$ cat config.mk
export PLATFORM = sky130hd
export DESIGN_NAME = mem_port_arbiter
export DESIGN_NICKNAME = d
export VERILOG_FILES = /design/src/rtl/mem_port_arbiter.sv
export SDC_FILE = /design/constraint.sdc
export NUM_CORES = 1
export LEC_CHECK = 0
export CAP_MARGIN = 20
export CORE_AREA = 2 2 275 277
export CTS_CLUSTER_DIAMETER = 40
export DETAILED_ROUTE_END_ITERATION = 12
export DIE_AREA = 0 0 277 279
export GPL_TIMING_DRIVEN = 0
export SKIP_CTS_REPAIR_TIMING = 1
export SYNTH_ARGS = -nofsm -noshare
export SYNTH_HDL_FRONTEND = slang
export SYNTH_SLANG_ARGS = --single-unit
$ cat constraint.sdc
create_clock -name clk -period 2.1 [get_ports clk]
set_clock_uncertainty 0.2 [all_clocks]
set_input_delay 0.315 -clock clk [delete_from_list [all_inputs] [get_ports clk]]
set_output_delay 0.315 -clock clk [all_outputs]
set_load 0.01 [all_outputs]
$ cat src/rtl/mem_port_arbiter.sv
// Round-robin arbiter sharing the main-memory port between icache (loads) and dcache
// (loads/stores): latches operands on grant, routes responses, inserts a dead gap, times out.
package constants_pkg;
  localparam int PHY_LEN = 20;
  localparam int MBLEN   = 128;
endpackage

module mem_port_arbiter
  import constants_pkg::*;
#(
  parameter int ADDR_W  = PHY_LEN,
  parameter int LINE_W  = MBLEN,
  parameter int TIMEOUT = 16
) (
  input  logic              clk,
  input  logic              rst,
  input  logic              i_ldp,
  input  logic [ADDR_W-1:0] i_addr,
  output logic              i_ldr,
  output logic [LINE_W-1:0] i_ldData,
  input  logic              d_ldp,
  input  logic              d_srp,
  input  logic [ADDR_W-1:0] d_addr,
  input  logic [LINE_W-1:0] d_srData,
  output logic              d_ldr,
  output logic              d_srr,
  output logic [LINE_W-1:0] d_ldData,
  output logic              mem_ldp,
  output logic              mem_srp,
  output logic [ADDR_W-1:0] mem_addr,
  output logic [LINE_W-1:0] mem_srData,
  input  logic              mem_ldr,
  input  logic              mem_srr,
  input  logic [LINE_W-1:0] mem_ldData,
  output logic [1:0]        grant,
  output logic              err
);

  typedef enum logic [1:0] {
    IDLE = 2'd0,
    BUSY = 2'd1,
    GAP  = 2'd2
  } state_t;

  localparam logic [1:0] OWN_I    = 2'b01;
  localparam logic [1:0] OWN_D    = 2'b10;
  localparam logic [7:0] CNT_LAST = 8'(TIMEOUT - 1);

  state_t            state_q;
  logic              last_q;
  logic [7:0]        cnt_q;
  logic [7:0]        cnt_d;
  logic              err_q;
  logic [ADDR_W-1:0] addr_q;
  logic [LINE_W-1:0] data_q;
  logic [1:0]        grant_q;
  logic              mem_ldp_q;
  logic              mem_srp_q;

  logic i_pend;
  logic d_pend;
  logic pick_d;
  logic resp;
  logic busy;

  // last_q = 1 means dcache was granted most recently; on a tie the other side wins.
  assign i_pend = i_ldp;
  assign d_pend = d_ldp | d_srp;
  assign pick_d = d_pend & (~i_pend | ~last_q);
  assign resp   = mem_ldr | mem_srr;
  assign busy   = (state_q == BUSY);
  assign cnt_d  = cnt_q + 8'd1;

  always_ff @(posedge clk or negedge rst) begin
    if (!rst) begin
      state_q   <= IDLE;
      last_q    <= 1'b1;
      cnt_q     <= 8'd0;
      err_q     <= 1'b0;
      addr_q    <= '0;
      data_q    <= '0;
      grant_q   <= 2'b00;
      mem_ldp_q <= 1'b0;
      mem_srp_q <= 1'b0;
    end else begin
      case (state_q)
        IDLE: begin
          if (i_pend | d_pend) begin
            state_q <= BUSY;
            cnt_q   <= 8'd0;
            if (pick_d) begin
              addr_q    <= d_addr;
              data_q    <= d_srData;
              grant_q   <= OWN_D;
              last_q    <= 1'b1;
              mem_ldp_q <= ~d_srp;
              mem_srp_q <= d_srp;
            end else begin
              addr_q    <= i_addr;
              grant_q   <= OWN_I;
              last_q    <= 1'b0;
              mem_ldp_q <= 1'b1;
              mem_srp_q <= 1'b0;
            end
          end
        end
        BUSY: begin
          if (resp || cnt_q == CNT_LAST) begin
            state_q   <= GAP;
            grant_q   <= 2'b00;
            mem_ldp_q <= 1'b0;
            mem_srp_q <= 1'b0;
            if (!resp) err_q <= 1'b1;
          end else begin
            cnt_q <= cnt_d;
          end
        end
        GAP:     state_q <= IDLE;
        default: state_q <= IDLE;
      endcase
    end
  end

  // Responses outside BUSY are dropped; grant_q is only non-zero while BUSY.
  assign i_ldr = busy & mem_ldr & (grant_q == OWN_I);
  assign d_ldr = busy & mem_ldr & (grant_q == OWN_D);
  assign d_srr = busy & mem_srr & (grant_q == OWN_D);

  assign i_ldData   = mem_ldData;
  assign d_ldData   = mem_ldData;
  assign mem_ldp    = mem_ldp_q;
  assign mem_srp    = mem_srp_q;
  assign mem_addr   = addr_q;
  assign mem_srData = data_q;
  assign grant      = grant_q;
  assign err        = err_q;

endmodule
==> flow_summary.ini, run 1 <==
[timing]
timing.final.crit_share = 0.997
fin_tns_setup_ns = 0
worst_pin_slew_ns = 0.567
slew_violations = 0
timing.fmax_mhz = 478
timing.final.ws_setup_ns = 0.00616
hold_ws_ns = 0.162
min_period_ns = 2.09
hold_viol = 0
setup_viol = 0
maxSlewHeadroom = 0.622
rsz0062_at_grt = yes

[cts]
numCtsBuffers = 17
cts_max_level = 4
cts_tree = built
clk_path_buf_depth = 2
root_buffer = clkbuf_16
clock_latency_ns = 0.46
cts.sinks = 164
path_clk_slew_ns = 0.08

[logic_synthesis]
yosysSeqAreaShare = 0.490
synthFlopType = dfrtp_1
synth_nets = 999
ys_seq_elements = 164
synth_edf_count = 0
avgSynthCellArea_sq_um = 12.0
yosys_warnings = 0
synth_cell_type_count = 38
async_flop_share = 1.00
netlist_area_sq_um = 8370
syn_inst = 695

[power]
ir_drop_uv = 753
p_leak_nw = 7.13
p_total_w = 0.0186
pwr_density_cell_nw_per_um2 = 1120

[detailed_routing]
routed_via_density = 3.12
dr.pass1.iters = 4
vias = 7185
final_antenna_net_count = 0
first_iter_violations = 169
drc = 0
wire_per_inst_um = 15.1
totalWireLength_um = 34700

[worst_setup_path]
reg2reg_depth = 9
r2r_start = last_q
cp-end-kind = register
cp_slowest_cell = dfstp_2
cp_num_cells = 9
crit_path_cell_trace = nand2_2, o21a_1, buf_6, nand2_4, buf_6, buf_12, buf_12, clkbuf_16, mux2_4
crit_type = reg -> reg
path_delay_family = buffers and inverters
max_stage_delay_ns = 0.55
critPathLaunchType = register
critPathRequiredTime_ns = 2.24
startpoint = last_q
arrival_ns = 2.24
cp.buffers_inverters = 5
cp_max_fo = 8

[final_layout]
fillers = 8001
syn_to_final_growth_pct = 97.3
final_util = 0.223
finalNetCount = 1617
layout-drive-gt1-share = 0.348

[status]
status = finished clean

[global_routing]
grt.total_usage = 0.0857
antenna_found_initial = 5
grt_pass1_wl_um = 48800
first_global_vias = 7766
grt-ovfl-total = 0
grt_max_degree = 101

[floorplan]
die_w_um = 277
rows = 100
die-area_sq_um = 77300
die-height_um = 279
core_area_sq_um = 74100
initial_utilization = 0.113
io_pins = 715

[job]
maxCapViolCount = 0

[place]
hpwlAfterDp_um = 28600
globalplace.congestion = 0.790
pre_cts_ws_ns = -0.853
io_buffers = 586

[min_path]
hold_path.class = in -> async
-- layer usage --
metal | vias to the layer above | track usage | part of all wire | routed length (um)
li1 | 3316 | - | - | -
met4 | 4 | 0.0439 | 0.035 | 1230
met2 | 436 | 0.153 | 0.52 | 18100
met3 | 40 | 0.0455 | 0.12 | 4100
met5 | - | 0 | 0.00049 | 17
met1 | 3389 | 0.0790 | 0.33 | 11300
-- area by class of cell --
cell class | count | area, sq um | share of cell area
repair buffers | 599 | 6060 | 0.367
flip-flops and latches | 164 | 4110 | 0.248
inverters | 1 | 3.75 | 0.000227
plain buffers | 280 | 2140 | 0.130
multi-input cells | 250 | 2350 | 0.143
well taps | 969 | 1210 | 0.0734
diodes | 6 | 15.0 | 0.000909
clock inverters | 14 | 183 | 0.0111
clock buffers | 18 | 439 | 0.0266
-- state kept, by name, summed over array words and instances (netlist names) --
name,count
state_q,2
err,1
grant,2
mem_addr,20
cnt_q,8
last_q,1
mem_srData,128
mem_ldp,1
mem_srp,1
-- per-stage QoR --
| step | cell area [sq um] | cells |
|---|---|---|
| floorplan | 8370 | 695 |
| global placement | 15500 | 2250 |
| CTS | 16100 | 2283 |
| detailed placement | 15500 | 2251 |
| global route | 16500 | 2299 |
| finish | 16500 | 2301 |
-- worst register-to-register path, delay by kind of cell (launching register included) --
| family | cells | cell delay (ns) |
|---|---|---|
| buffers and inverters | 5 | 0.70 |
| AND/OR/NAND/NOR | 2 | 0.12 |
| AO/OA/AOI/OAI | 1 | 0.11 |
| multiplexers | 1 | 0.30 |
| flip-flops | 1 | 0.55 |
-- cell usage after synthesis, drive strengths merged (2+ instances only) --
master  number  share of area
nor2         7         0.0031
a22o         2         0.0021
nand2       27          0.012
clkbuf       2        0.00090
mux2       128           0.17
o21ai       26          0.016
and3         5         0.0037
a21o         3         0.0027
o21a         2         0.0018
dfrtp      163           0.49
nor2b        2         0.0015
buf        278           0.24
nor3         3         0.0018
a21oi        4         0.0037
nand3        3         0.0018
mux2i       21          0.025
-- cell families after synthesis --
family,after synthesis,synth area share
fa+ha+maj,1,0.00149
flops,164,0.490
compound gates,46,0.0345
simple gates,54,0.0324
buf+inv,281,0.244
mux,149,0.197
-- cell usage in the layout, fill, tap and decap left out, types with 2 or more instances in the layout --
cell / instances
o21a_1: 2
clkdlybuf4s50_1: 577
inv_8: 4
mux2_4: 28
clkbuf_16: 20
and3_1: 5
mux2_2: 100
buf_6: 2
nand3_1: 3
inv_6: 2
buf_4: 269
buf_12: 6
clkinv_8: 4
buf_2: 7
a21o_1: 3
clkbuf_2: 3
nand2_1: 25
clkinv_4: 2
a22o_1: 2
nor2_1: 6
clkbuf_4: 2
diode_2: 6
dfrtp_1: 163
a21oi_1: 3
mux2i_1: 21
dlymetal6s2s_1: 6
o21ai_0: 25
nor3_1: 2
-- path summary, 6_finish.rpt --
path	slack, ns	end
min in group clk	0.25	mem_srData[3]
worst max-delay path	0.006	mem_srData[69]
worst min register to register	0.28	err
max in group asynchronous	0.60	mem_srData[47]
worst min-delay path	0.16	mem_srData[38]
worst max register to register	0.006	mem_srData[69]
-- where the power goes --
group | internal (W) | leakage [nW] | total (W) | switching, W
clock | 0.00175 | 0.300 | 0.00336 | 0.00161
sequential | 0.00473 | 1.96 | 0.00563 | 0.000901
combinational | 0.00591 | 4.87 | 0.00958 | 0.00368
total | 0.0124 | 7.13 | 0.0186 | 0.00619
No activity file was read; power rests on OpenSTA's default activity.
==> run 2: changes to the inputs <==
ABC_CLOCK_PERIOD_IN_PS = 2100   (was unset)
==> results of run 2 <==
No change in the layout: final DEF, timing and power equal those of run 1.
